File: src/rtl/wbs_timer.sv
// wbs_timer: Wishbone slave with a prescaled 32-bit timer (compare, auto-reload,
// level interrupt), an optional GPIO port and a constant ID register.
// Define WBS_GPIO_EN to build GPIO_OUT/GPIO_IN. Without it, addresses 5 and 6
// read 0 and ignore writes, and gpio_o is tied low.
module wbs_timer #(
   parameter int unsigned GPIO_W = 8,
   parameter logic [31:0] ID     = 32'h7137_0001
) (
   input  logic              clk,
   input  logic              p_reset_n,
   input  logic [14:0]       adr_i,
   input  logic [31:0]       dat_i,
   output logic [31:0]       dat_o,
   input  logic              we_i,
   input  logic              stb_i,
   output logic              ack_o,
   output logic              irq_o,
   input  logic [GPIO_W-1:0] gpio_i,
   output logic [GPIO_W-1:0] gpio_o
);

   localparam logic [2:0] A_CTRL  = 3'd0;
   localparam logic [2:0] A_PRESC = 3'd1;
   localparam logic [2:0] A_CMP   = 3'd2;
   localparam logic [2:0] A_CNT   = 3'd3;
   localparam logic [2:0] A_STAT  = 3'd4;
   localparam logic [2:0] A_GOUT  = 3'd5;
   localparam logic [2:0] A_GIN   = 3'd6;

   logic        ack_q, ack_d;
   logic [31:0] dat_q, dat_d;
   logic [2:0]  ctrl_q, ctrl_d;
   logic [15:0] presc_q, presc_d;
   logic [31:0] cmp_q, cmp_d;
   logic [31:0] cnt_q, cnt_d;
   logic        match_q, match_d;
   logic [15:0] pre_q, pre_d;

   logic        acc, wr, tick;
   logic [31:0] rdata, rd_gout, rd_gin;

   // Only the low three address bits select a register.
   logic        unused_adr;
   assign unused_adr = ^adr_i[14:3];

   // One access per ack: a held strobe is accepted only while ack is low.
   assign acc   = stb_i & ~ack_q;
   assign wr    = acc & we_i;
   assign ack_o = ack_q;
   assign dat_o = dat_q;
   assign irq_o = match_q & ctrl_q[2];

`ifdef WBS_GPIO_EN
   logic [GPIO_W-1:0] gout_q, gout_d;
   logic [GPIO_W-1:0] sync1_q, sync2_q;

   assign gout_d = (wr && adr_i[2:0] == A_GOUT) ? dat_i[GPIO_W-1:0] : gout_q;
   assign gpio_o = gout_q;

   // GPIO output register and two-flop synchronizer for the async inputs
   always_ff @(posedge clk or negedge p_reset_n) begin
      if (!p_reset_n) begin
         gout_q  <= '0;
         sync1_q <= '0;
         sync2_q <= '0;
      end else begin
         gout_q  <= gout_d;
         sync1_q <= gpio_i;
         sync2_q <= sync1_q;
      end
   end

   // Zero-extend GPIO values onto the 32-bit read bus
   always_comb begin
      rd_gout               = '0;
      rd_gout[GPIO_W-1:0]   = gout_q;
      rd_gin                = '0;
      rd_gin[GPIO_W-1:0]    = sync2_q;
   end
`else
   logic unused_gpio;
   assign unused_gpio = ^gpio_i;
   assign gpio_o      = '0;
   assign rd_gout     = '0;
   assign rd_gin      = '0;
`endif

   // Read mux over the register values as they stand before the edge
   always_comb begin
      rdata = '0;
      case (adr_i[2:0])
         A_CTRL:  rdata[2:0]  = ctrl_q;
         A_PRESC: rdata[15:0] = presc_q;
         A_CMP:   rdata       = cmp_q;
         A_CNT:   rdata       = cnt_q;
         A_STAT:  rdata[0]    = match_q;
         A_GOUT:  rdata       = rd_gout;
         A_GIN:   rdata       = rd_gin;
         default: rdata       = ID;
      endcase
   end

   // Next state for bus handshake, control registers, prescaler and counter
   always_comb begin
      ack_d   = acc;
      dat_d   = acc ? rdata : dat_q;
      ctrl_d  = ctrl_q;
      presc_d = presc_q;
      cmp_d   = cmp_q;
      cnt_d   = cnt_q;
      match_d = match_q;
      pre_d   = pre_q;
      tick    = 1'b0;

      if (wr) begin
         case (adr_i[2:0])
            A_CTRL:  ctrl_d  = dat_i[2:0];
            A_PRESC: presc_d = dat_i[15:0];
            A_CMP:   cmp_d   = dat_i;
            A_STAT:  if (dat_i[0]) match_d = 1'b0;
            default: ;
         endcase
      end

      // Setting EN starts counting on the next edge; clearing it stops at once.
      if (ctrl_q[0] && ctrl_d[0]) begin
         if (pre_q >= presc_q) begin
            tick  = 1'b1;
            pre_d = '0;
         end else begin
            pre_d = pre_q + 16'd1;
         end
      end

      // A new match overrides a simultaneous W1C.
      if (tick) begin
         if (cnt_q == cmp_q) begin
            match_d = 1'b1;
            cnt_d   = ctrl_q[1] ? 32'd0 : cnt_q + 32'd1;
         end else begin
            cnt_d   = cnt_q + 32'd1;
         end
      end

      // A bus load of COUNT beats a coincident tick.
      if (wr && adr_i[2:0] == A_CNT) begin
         cnt_d = dat_i;
         pre_d = '0;
      end
   end

   // State registers with asynchronous active-low reset
   always_ff @(posedge clk or negedge p_reset_n) begin
      if (!p_reset_n) begin
         ack_q   <= 1'b0;
         dat_q   <= '0;
         ctrl_q  <= '0;
         presc_q <= '0;
         cmp_q   <= 32'hFFFF_FFFF;
         cnt_q   <= '0;
         match_q <= 1'b0;
         pre_q   <= '0;
      end else begin
         ack_q   <= ack_d;
         dat_q   <= dat_d;
         ctrl_q  <= ctrl_d;
         presc_q <= presc_d;
         cmp_q   <= cmp_d;
         cnt_q   <= cnt_d;
         match_q <= match_d;
         pre_q   <= pre_d;
      end
   end

endmodule
File: config.mk
export PLATFORM = sky130hd
export DESIGN_NAME = wbs_timer
export DESIGN_NICKNAME = d
export VERILOG_FILES = /design/src/rtl/wbs_timer.sv
export SDC_FILE = /design/constraint.sdc
export NUM_CORES = 1
export LEC_CHECK = 0
export ABC_AREA = 1
export CORE_MARGIN = 3
export CORE_UTILIZATION = 45
export CTS_CLUSTER_DIAMETER = 200
export CTS_CLUSTER_SIZE = 30
export DETAILED_ROUTE_END_ITERATION = 10
export DONT_BUFFER_PORTS = 1
export PLACE_DENSITY_LB_ADDON = 0.3
export SYNTH_ARGS = -nofsm -noshare
export SYNTH_HDL_FRONTEND = slang
export SYNTH_SLANG_ARGS = --single-unit
File: constraint.sdc
create_clock -name clk -period 2.22 [get_ports clk]
set_input_delay 0.444 -clock clk [delete_from_list [all_inputs] [get_ports clk]]
set_output_delay 0.444 -clock clk [all_outputs]
set_load 0.1 [all_outputs]
==> metrics.md, run 1 <==
| Metric | Value |
|---|---|
| Via Count | 7356 |
| Share of the clock period used by the worst path | between 90% and 100% |
| Worst path required time | approximately 2.6 ns |
| Register area share after synthesis | 40.97% |
| Synth area leader | dfrtp_1 |
| Synthesis-stage register bit count | between 100 and 150 |
| Final design utilization | a little over half |
| Max-cap viol count | 0 |
| CP arrival | 2.43 ns |
| Mapped Area | between 0.008 and 0.009 mm² |
| Routed length on met3 | approximately 1200 µm |
| Final setup viols | 0 |
| CTS sink cnt | between 100 and 150 |
| CTS Root Cell | clkbuf_16 |
| CTS Buffer Depth | 2 |
| Max-slew headroom | 21.73% |
| Core footprint | 0.01760 mm² |
| Core Rows | 48 |
| TritonCTS Buffers | 17 |
| Setup crit start kind | flop |
| Total Power | 11.29 mW |
| Crit Path Max Fanout | 8 |
| First-pass GRT wire length | between 30000 and 40000 µm |
| Final instance area | between 0.009 and 0.01 mm² |
| Vias in the first global route | 7063 |
| GRT Total Usage | a little under a quarter |
| Total gr overflow | 0 |
| Top cells by area, synth | dfrtp_1, nand2_1, dfstp_2 |
| Htree depth | 4 |
| Yosys Warn Count | 0 |
| DP HPWL | between 15000 and 20000 µm |
| Share of the synthesized area in the top cell type | 30.74% |
| Fmax | between 400 and 500 MHz |
| Largest net degree at the start of global routing | around 130 |
| Final hold violations | 120 |
| Clk_lat worst skew | around 0.43 ns |
| Status | finished with violations |
| Placed Cells | 1366 |
| Highest Signal Layer | met4 |
| Synthesized instance count | around 1100 |
| M1 WL | 10310 µm |
| Failing checks | negative hold slack |
| Initial antenna violation count | 0 |
| PD cells | between 1000 and 1500 mW/mm² |
| P_leak | 4.785 nW |
| Die width | about 140 µm |
| DR pass1 iterations | 5 |
| Pins over their slew limit | 0 |
| Post-Route WL | 23090 µm |
| Ys async rst share | between 90% and 100% |
| Number of I/O port buffers | 0 |
| # DRC | 0 |
| Initial Utilization | roughly 47% |
| Reg clk slew, reported paths | ~0.06 ns |
| Met2 routed WL | 10920 µm |
| Placer Congestion | 0.9524 |
| Hold Crit Class | input port to async pin |
| Antenna viol nets, final | 0 |
| Layout cells sized above 1 | approximately 16% |
| Critical setup path kind | flop to flop |
| Worst-Margin Slew | 1.166 ns |
| Kind of end point of the critical path | flop |
| Avg Inst Size Synth | 7.250 µm² |
| Distinct cells, synth | between 40 and 50 |
| Synth cell count leaders | nand2_1, nor2_1, inv_1, dfrtp_1, o21ai_0 |
| Initial DRC count | 570 |
| Synth Flop Type | dfrtp_1 |
| Die area | about 0.020 mm² |
| VDD IR max | about 840 µV |
| TNS Setup | 0 ns |
| Period minus WS final | 2.085 ns |
| Post-synth EDFFs | 0 |
| Most numerous cell in the Yosys netlist | nand2_1 |
| Ports | between 100 and 150 |
| Layout area overhead | 13.80% |
| NumNets Final | 1240 |
| Clk_skew | 0.009064 ns |
| Non-Filler Instances | roughly 1400 |
| Antenna cells | 0 |
| Area post-placement | 0.008658 mm² |
| CTS tree | yes |
| Overall die height | approximately 140 µm |
| Routed len/inst | approximately 16 µm |
| Final hold slack | -0.2888 ns |
| Via-per-instance ratio | 5.251 |
==> layer usage <==
layer | global-route usage, % | vias up
met2 | 37.20 | 217
met5 | 0 | -
met1 | 32.05 | 3470
met3 | 3.630 | 49
met4 | 8.822 | 0
li1 | - | 3620
==> cell usage in the layout (no fill, tap or decap), drive strengths merged <==
cell type,Yosys,routed
o22ai,7,7
nand2,308,308
clkbuf,23,22
nor4,1,1
nand4,2,2
clkinv,1,5
xor2,19,19
a221oi,3,3
xnor2,22,22
ha,18,18
inv,130,133
nand3b,3,3
a21oi,78,78
o21bai,1,1
dfstp,32,32
a22oi,2,2
nor3,26,26
dfrtp,101,101
buf,32,56
clkinvlp,0,3
o21ai,87,87
nor2,180,180
conb,1,8
nand3,55,55
o2111ai,2,2
bufinv,0,2
==> cell families after synthesis <==
logic type | share of synthesized area, %
flip-flops | 40.97
buffers and inverters | 9.801
adder cells (fa/ha/maj) | 2.739
AND/OR/NAND/NOR | 29.19
other | 0.04561
AO/OA/AOI/OAI | 12.89
XOR/XNOR | 4.368
==> per-stage QoR <==
step           hold slack (ns)  setup WS (ns)
3_5_place_dp            0.1536        0.06358
3_3_place_gp            0.1542         0.1334
4_1_cts                -0.2969        0.04189
6_report               -0.2888         0.1355
2_1_floorplan           0.1484         0.1068
5_1_grt                -0.3055      -0.002066
==> what timing repair did <==
| item | CTS | global route |
|---|---|---|
| setup endpoints to repair | 0 | 40 |
| hold endpoints to repair | 133 | 133 |
| gates resized for setup | 0 | 10 |
| setup buffers | 0 | 0 |
==> flip-flops by register name (all words and copies together) (netlist names) <==
register,cells
presc_q,16
cmp_q,32
match_q,1
cnt_q,32
dat_o,32
ctrl_q,3
ack_o,1
pre_q,16
==> area by class of cell <==
cell class | count | area [µm²]
well taps | 225 | 281.5
flip-flops and latches | 133 | 3368
multi-input cells | 822 | 4110
fillers | 1688 | 8240
repair buffers | 58 | 499.2
clock inverters | 12 | 146.4
inverters | 131 | 494.2
clock buffers | 20 | 456.7
==> path summary, 6_finish.rpt <==
| kind | slack (ns) | from | end | cells past startpoint |
|---|---|---|---|---|
| setup reg to reg | 0.14 | pre_q[9] | cnt_q[18] | 11 |
| hold / removal | -0.29 | p_reset_n | presc_q[12] | 0 |
| max in group asynchronous | 2.14 | p_reset_n | cmp_q[5] | 0 |
| min in group clk | 0.15 | dat_i[17] | cmp_q[17] | 2 |
| setup / recovery | 0.14 | pre_q[9] | cnt_q[18] | 11 |
| hold reg to reg | 0.48 | dat_o[22] | dat_o[22] | 2 |
==> power breakdown <==
group | switching (mW) | internal (mW)
clock | 1.14 | 1.73
combinational | 3.19 | 1.45
sequential | 0.677 | 3.09
==> critical path, cell delays in order, from the launching register on <==
cell and delay (ns):
dfrtp_1 0.42, ha_1 0.32, nand2_1 0.07, nor4_2 0.29
buf_4 0.17, nand2_2 0.07, nand2_2 0.07, nand2_2 0.07
nand2_4 0.17, clkbuf_16 0.20, nor2_1 0.05, a21oi_2 0.10
(Power assumes the default switching activity.)
==> run 2, diff against run 1 <==
- CELL_PAD_IN_SITES_DETAIL_PLACEMENT: unset -> 1
- CELL_PAD_IN_SITES_GLOBAL_PLACEMENT: unset -> 2
- CORE_UTILIZATION: 45 -> 37
- GPL_ROUTABILITY_DRIVEN: unset -> 0
==> run 2 against run 1 <==
The run still ends with negative hold slack left. Register-to-register slack worse by 0.04 ns. Combinational power is 8.6% higher. Clock power is 3% lower. Core utilization is 7.3 points lower. Setup slack worse by 0.039 ns. Sequential power hardly changed. Sequential cell count stayed put. Via count is 2.5% higher. Wire length is 18% higher. Cell count is 5.1% higher. Final area is 5.0% higher. Largest cell class unchanged.
==> metrics.md, run 2 (synthesis results as in run 1) <==
| Metric | Value |
|---|---|
| Status | finished with violations |
| Failing checks | negative hold slack |
| VDD IR max | 533.4 µV (-37%) |
| Initial DRC count | 415 (-27%) |
| Initial Utilization | 38.38% (-8.3 points) |
| DP HPWL | 19220 µm (+18%) |
| Total gr overflow | 0 (unchanged) |
| Via-per-instance ratio | 5.120 (-2.5%) |
| Share of the clock period used by the worst path | 95.67% (+1.8 points) |
| Clk_lat worst skew | 0.43 ns (about the same) |
| Max-cap viol count | 0 (unchanged) |
| TritonCTS Buffers | 17 (unchanged) |
| CTS tree | yes |
| Final hold violations | 114 (-5.0%) |
| Pre-CTS setup slack | -0.01877 ns (-0.08235 ns) |
| Htree depth | 4 (unchanged) |
| Final design utilization | 45.86% (-7.3 points) |
| Final setup viols | 0 (unchanged) |
| Routed length on met3 | 1020 µm (-16%) |
| Max-slew headroom | 24.62% (+2.9 points) |
| NumNets Final | 1262 (+1.8%) |
| Reg2reg start | pre_q[9] |
| Reg clk slew, reported paths | 0.07 ns (about the same) |
| Number of I/O port buffers | 0 (unchanged) |
| P_leak | 4.877 nW (+1.9%) |
| Core footprint | 0.02142 mm² (+22%) |
| Antenna viol nets, final | 0 (unchanged) |
| Layout area overhead | 19.48% |
| First-pass GRT wire length | 41380 µm (+12%) |
| Final hold slack | -0.2873 ns (+0.001519 ns) |
| Crit Path Max Fanout | 9 (+1) |
| Kind of end point of the critical path | flop |
| Antenna cells | 0 (unchanged) |
| Highest Signal Layer | met4 |
| Fmax | 470.9 MHz (-1.8%) |
| Period minus WS final | 2.124 ns (+0.03922 ns) |
| Overall die height | 155.1 µm (+9.8%) |
| Vias in the first global route | 7407 (+4.9%) |
| DR pass1 iterations | 5 (unchanged) |
| CTS Buffer Depth | 2 (unchanged) |
| Worst reg-to-reg path cell count | 11 (unchanged) |
| Core Rows | 53 (+10%) |
| Die width | 155.1 µm (+9.8%) |
| Routed len/inst | 18.51 µm (+12%) |
| Ports | 101 (unchanged) |
| # DRC | 0 (unchanged) |
| Worst-Margin Slew | 1.123 ns (-0.04309 ns) |
| Die area | 0.02405 mm² (+21%) |
| Setup slack, reg-to-reg | 0.1 ns (-0.04 ns) |
| Hold Crit Class | input port to async pin |
| Fillers | 2723 (+61%) |
| Worst path required time | 2.53 ns (-0.04 ns) |
| Post-Route WL | 27270 µm (+18%) |
| Setup crit start kind | flop |
| CTS Root Cell | clkbuf_16 |
| Final WS setup | 0.09624 ns (-0.03922 ns) |
| Clk_skew | 0.01061 ns (+0.001545 ns) |
| CP arrival | 2.44 ns (about the same) |
| PD cells | 1180 mW/mm² (-2.2%) |
| CTS sink cnt | 133 (unchanged) |
| Most common cell after layout, fill and taps aside | nand2_1 |
| Layout cells sized above 1 | 20.20% (+4.4 points) |
| GRT Total Usage | 21.86% (-1.5 points) |
| M1 WL | 13260 µm (+29%) |
| Pins over their slew limit | 0 (unchanged) |
| Initial antenna violation count | 0 (unchanged) |
| Largest net degree at the start of global routing | 134 (unchanged) |
| Critical setup path kind | flop to flop |
| Met2 routed WL | 12610 µm (+15%) |
| Reg-to-Reg End | cnt_q[14] |
| Most frequent cells in the layout | nand2_1, nor2_1, inv_1 |
| Via Count | 7542 (+2.5%) |
## run 2: critical path: stages, from the launching register on
cell	delay [ns]
dfrtp_1	0.44
ha_4	0.30
nand2_4	0.06
nor4_4	0.26
buf_4	0.16
nand2_2	0.06
buf_6	0.12
nand3_4	0.10
buf_4	0.16
nand2_8	0.11
nor2_2	0.15
a21oi_2	0.06
## run 2: power breakdown
part / switching, mW / leakage, nW / internal, mW / total (mW)
sequential: 0.668 / 1.54 / 3.09 / 3.76
combinational: 3.46 / 3.07 / 1.58 / 5.04
clock: 1.20 / 0.267 / 1.59 / 2.79
total: 5.33 / 4.88 / 6.26 / 11.6
## run 2: routing by layer
layer,up-vias,GRT usage (%)
li1,3670,-
met1,3710,31.88
met2,138,34.07
met3,24,3.255
met4,0,5.677
met5,-,0
## run 2: cell type report
type	count	area, µm²	share of cell area (%)
Clock buffer	19	442.9	4.509
Timing Repair Buffer	76	665.6	6.776
Inverter	131	494.2	5.031
Sequential cell	133	3368	34.29
Clock inverter	13	122.6	1.248
Multi-Input combinational cell	826	4385	44.64
Tap cell	275	344.1	3.503
## run 2: how the worst max path moves through the flow
stage / from / end / slack [ns]
global route: pre_q[9] / cnt_q[14] / -0.003
detailed placement: presc_q[15] / cnt_q[17] / -0.02
CTS: presc_q[15] / cnt_q[9] / 0.002
finish: pre_q[9] / cnt_q[14] / 0.1
floorplan: ack_o / cnt_q[23] / 0.11
global placement: presc_q[15] / cnt_q[17] / 0.04
## run 2: repair_timing
action,4_1_cts,5_1_grt
pin swaps,1,7
gates resized for setup,4,63
hold endpoints to repair,133,133
endpoints found under the setup margin,30,47
setup buffers,0,8
cloned,0,5
## run 2: metrics by stage
step	total power [mW]	hold slack [ns]	std cells	setup TNS [ns]	cell area, µm²
final	11.59	-0.2873	1473	0	9823
after global routing	12.39	-0.3066	1473	-0.003562	9823
after CTS	11.42	-0.3012	1460	0	9417
after detailed placement	8.559	0.1552	1428	-0.01877	8836
after global placement	8.445	0.1553	1428	0	8836
after floorplan	7.260	0.1484	1141	0	8248
==> run 3, diff against run 2 <==
- SLEW_MARGIN: unset -> 20
==> run 3 against run 2 <==
Setup slack better by 0.0016 ns. First-iteration DRC count down 0.96%. Core utilization about the same. The flow still finishes with violations (negative hold slack). Worst hold slack about the same. Fmax about the same. Die area unchanged. Cell count unchanged. Clock-buffer cell count unchanged. Register-to-register slack about the same.
==> metrics.md, run 3 (synthesis results as in run 1) <==
| Metric | Value |
|---|---|
| Status | finished with violations |
| Failing checks | negative hold slack |
| Period minus WS final | 2.122 ns (-0.001596 ns) |
| Most frequent cells in the layout | nand2_1, nor2_1, inv_1 |
| Final setup viols | 0 (unchanged) |
| Htree depth | 4 (unchanged) |
| First-pass GRT wire length | 41380 µm (unchanged) |
| Non-Filler Instances | 1473 (unchanged) |
| Post-Route WL | 27290 µm (about the same) |
| CP arrival | 2.44 ns (about the same) |
| Routed len/inst | 18.52 µm (about the same) |
| Placed Cells | 1428 (unchanged) |
| DR pass1 iterations | 5 (unchanged) |
| Die width | 155.1 µm (unchanged) |
| CTS Root Cell | clkbuf_16 |
| Worst path required time | 2.53 ns (about the same) |
| Max-slew headroom | 55.13% (+31 points) |
| DP HPWL | 19220 µm (unchanged) |
| Critical setup path kind | flop to flop |
| GRT Total Usage | 21.86% (unchanged) |
| TritonCTS Buffers | 17 (unchanged) |
| Initial antenna violation count | 0 (unchanged) |
| Die area | 0.02405 mm² (unchanged) |
| Ports | 101 (unchanged) |
| Antenna cells | 0 (unchanged) |
| CTS tree | yes |
| Clk_lat worst skew | 0.43 ns (about the same) |
| Initial DRC count | 411 (-0.96%) |
| P_leak | 4.878 nW (about the same) |
| Total gr overflow | 0 (unchanged) |
| Final hold violations | 114 (unchanged) |
| Crit Path Max Fanout | 9 (unchanged) |
| Total Power | 11.60 mW (about the same) |
| Core Rows | 53 (unchanged) |
| CTS sink cnt | 133 (unchanged) |
| Fmax | 471.2 MHz (about the same) |
| Kind of end point of the critical path | flop |
| Core footprint | 0.02142 mm² (unchanged) |
| Number of I/O port buffers | 0 (unchanged) |
| Via Count | 7539 (-0.040%) |
| Pins over their slew limit | 0 (unchanged) |
| Final hold slack | -0.2870 ns (+0.0003270 ns) |
| Layout area overhead | 19.53% (about the same) |
| Initial Utilization | 38.38% (unchanged) |
| Antenna viol nets, final | 0 (unchanged) |
| Final WS setup | 0.09783 ns (+0.001596 ns) |
| Max-cap viol count | 0 (unchanged) |
| Vias in the first global route | 7407 (unchanged) |
| Layout cells sized above 1 | 20.28% (+0.083 points) |
| Worst-Margin Slew | 0.6729 ns (-0.4502 ns) |
| Largest net degree at the start of global routing | 134 (unchanged) |
| # DRC | 0 (unchanged) |
| PD cells | 1180 mW/mm² (about the same) |
| Pre-CTS setup slack | -0.01877 ns (unchanged) |
| Via-per-instance ratio | 5.118 (about the same) |
| CTS Buffer Depth | 2 (unchanged) |
| Setup crit start kind | flop |
| Hold Crit Class | input port to async pin |
| VDD IR max | 532.8 µV (-0.10%) |
| Most common cell after layout, fill and taps aside | nand2_1 |
| Reg clk slew, reported paths | 0.07 ns (about the same) |
| Overall die height | 155.1 µm (unchanged) |
| NumNets Final | 1262 (unchanged) |
| Clk_skew | 0.01049 ns (-0.0001171 ns) |
| TNS Setup | 0 ns (unchanged) |
| Share of the clock period used by the worst path | 95.59% (about the same) |
[run 3: timing repair]
action | in CTS | in global routing
cloned | 0 | 5
pin swaps | 1 | 7
endpoints found under the hold margin | 133 | 133
endpoints found under the setup margin | 30 | 47
gates resized for setup | 4 | 63
setup buffers | 0 | 8
[run 3: worst max-delay path, stage by stage (launching register included)]
cell	delay, ns
dfrtp_1	0.44
ha_4	0.30
nand2_4	0.06
nor4_4	0.26
buf_4	0.16
nand2_2	0.06
buf_6	0.12
nand3_4	0.10
buf_4	0.16
nand2_8	0.11
nor2_2	0.15
a21oi_2	0.06
[run 3: path summary, 6_finish.rpt]
path	to	slack, ns	depth (start not counted)	startpoint
hold reg to reg	dat_o[15]	0.48	2	dat_o[15]
min in group clk	ctrl_q[0]	0.14	2	dat_i[0]
max in group asynchronous	cmp_q[23]	2.14	0	p_reset_n
setup reg to reg	cnt_q[14]	0.1	11	pre_q[9]
setup / recovery	cnt_q[14]	0.1	11	pre_q[9]
hold / removal	cnt_q[24]	-0.29	0	p_reset_n
[run 3: cell type report]
cell class,instances,area [µm²]
Multi-Input combinational cell,826,4389
Clock buffer,19,442.9
Sequential cell,133,3368
Clock inverter,13,122.6
Tap cell,275,344.1
Fill cell,2723,11590
Inverter,131,494.2
Timing Repair Buffer,76,665.6
[run 3: power breakdown]
part           switching, mW  total [mW]  internal, mW
clock                   1.20        2.78          1.59
combinational           3.47        5.05          1.58
sequential             0.671        3.76          3.09
[run 3: routing by layer]
metal  track usage, %  part of all wire [%]  vias to the layer above
met5                0                     0                        -
met4            5.677                   1.3                        0
met1            31.88                    49                     3709
li1                 -                     -                     3671
met2            34.07                    46                      134
met3            3.255                   3.2                       25
[run 3: stage by stage]
step / hold WS (ns) / cell area, µm² / utilization [%]
6_report: -0.2870 / 9827 / 45.88
5_1_grt: -0.3066 / 9827 / 45.88
4_1_cts: -0.3012 / 9417 / 43.96
3_5_place_dp: 0.1552 / 8836 / 41.25
3_3_place_gp: 0.1553 / 8836 / 41.25
2_1_floorplan: 0.1484 / 8248 / -
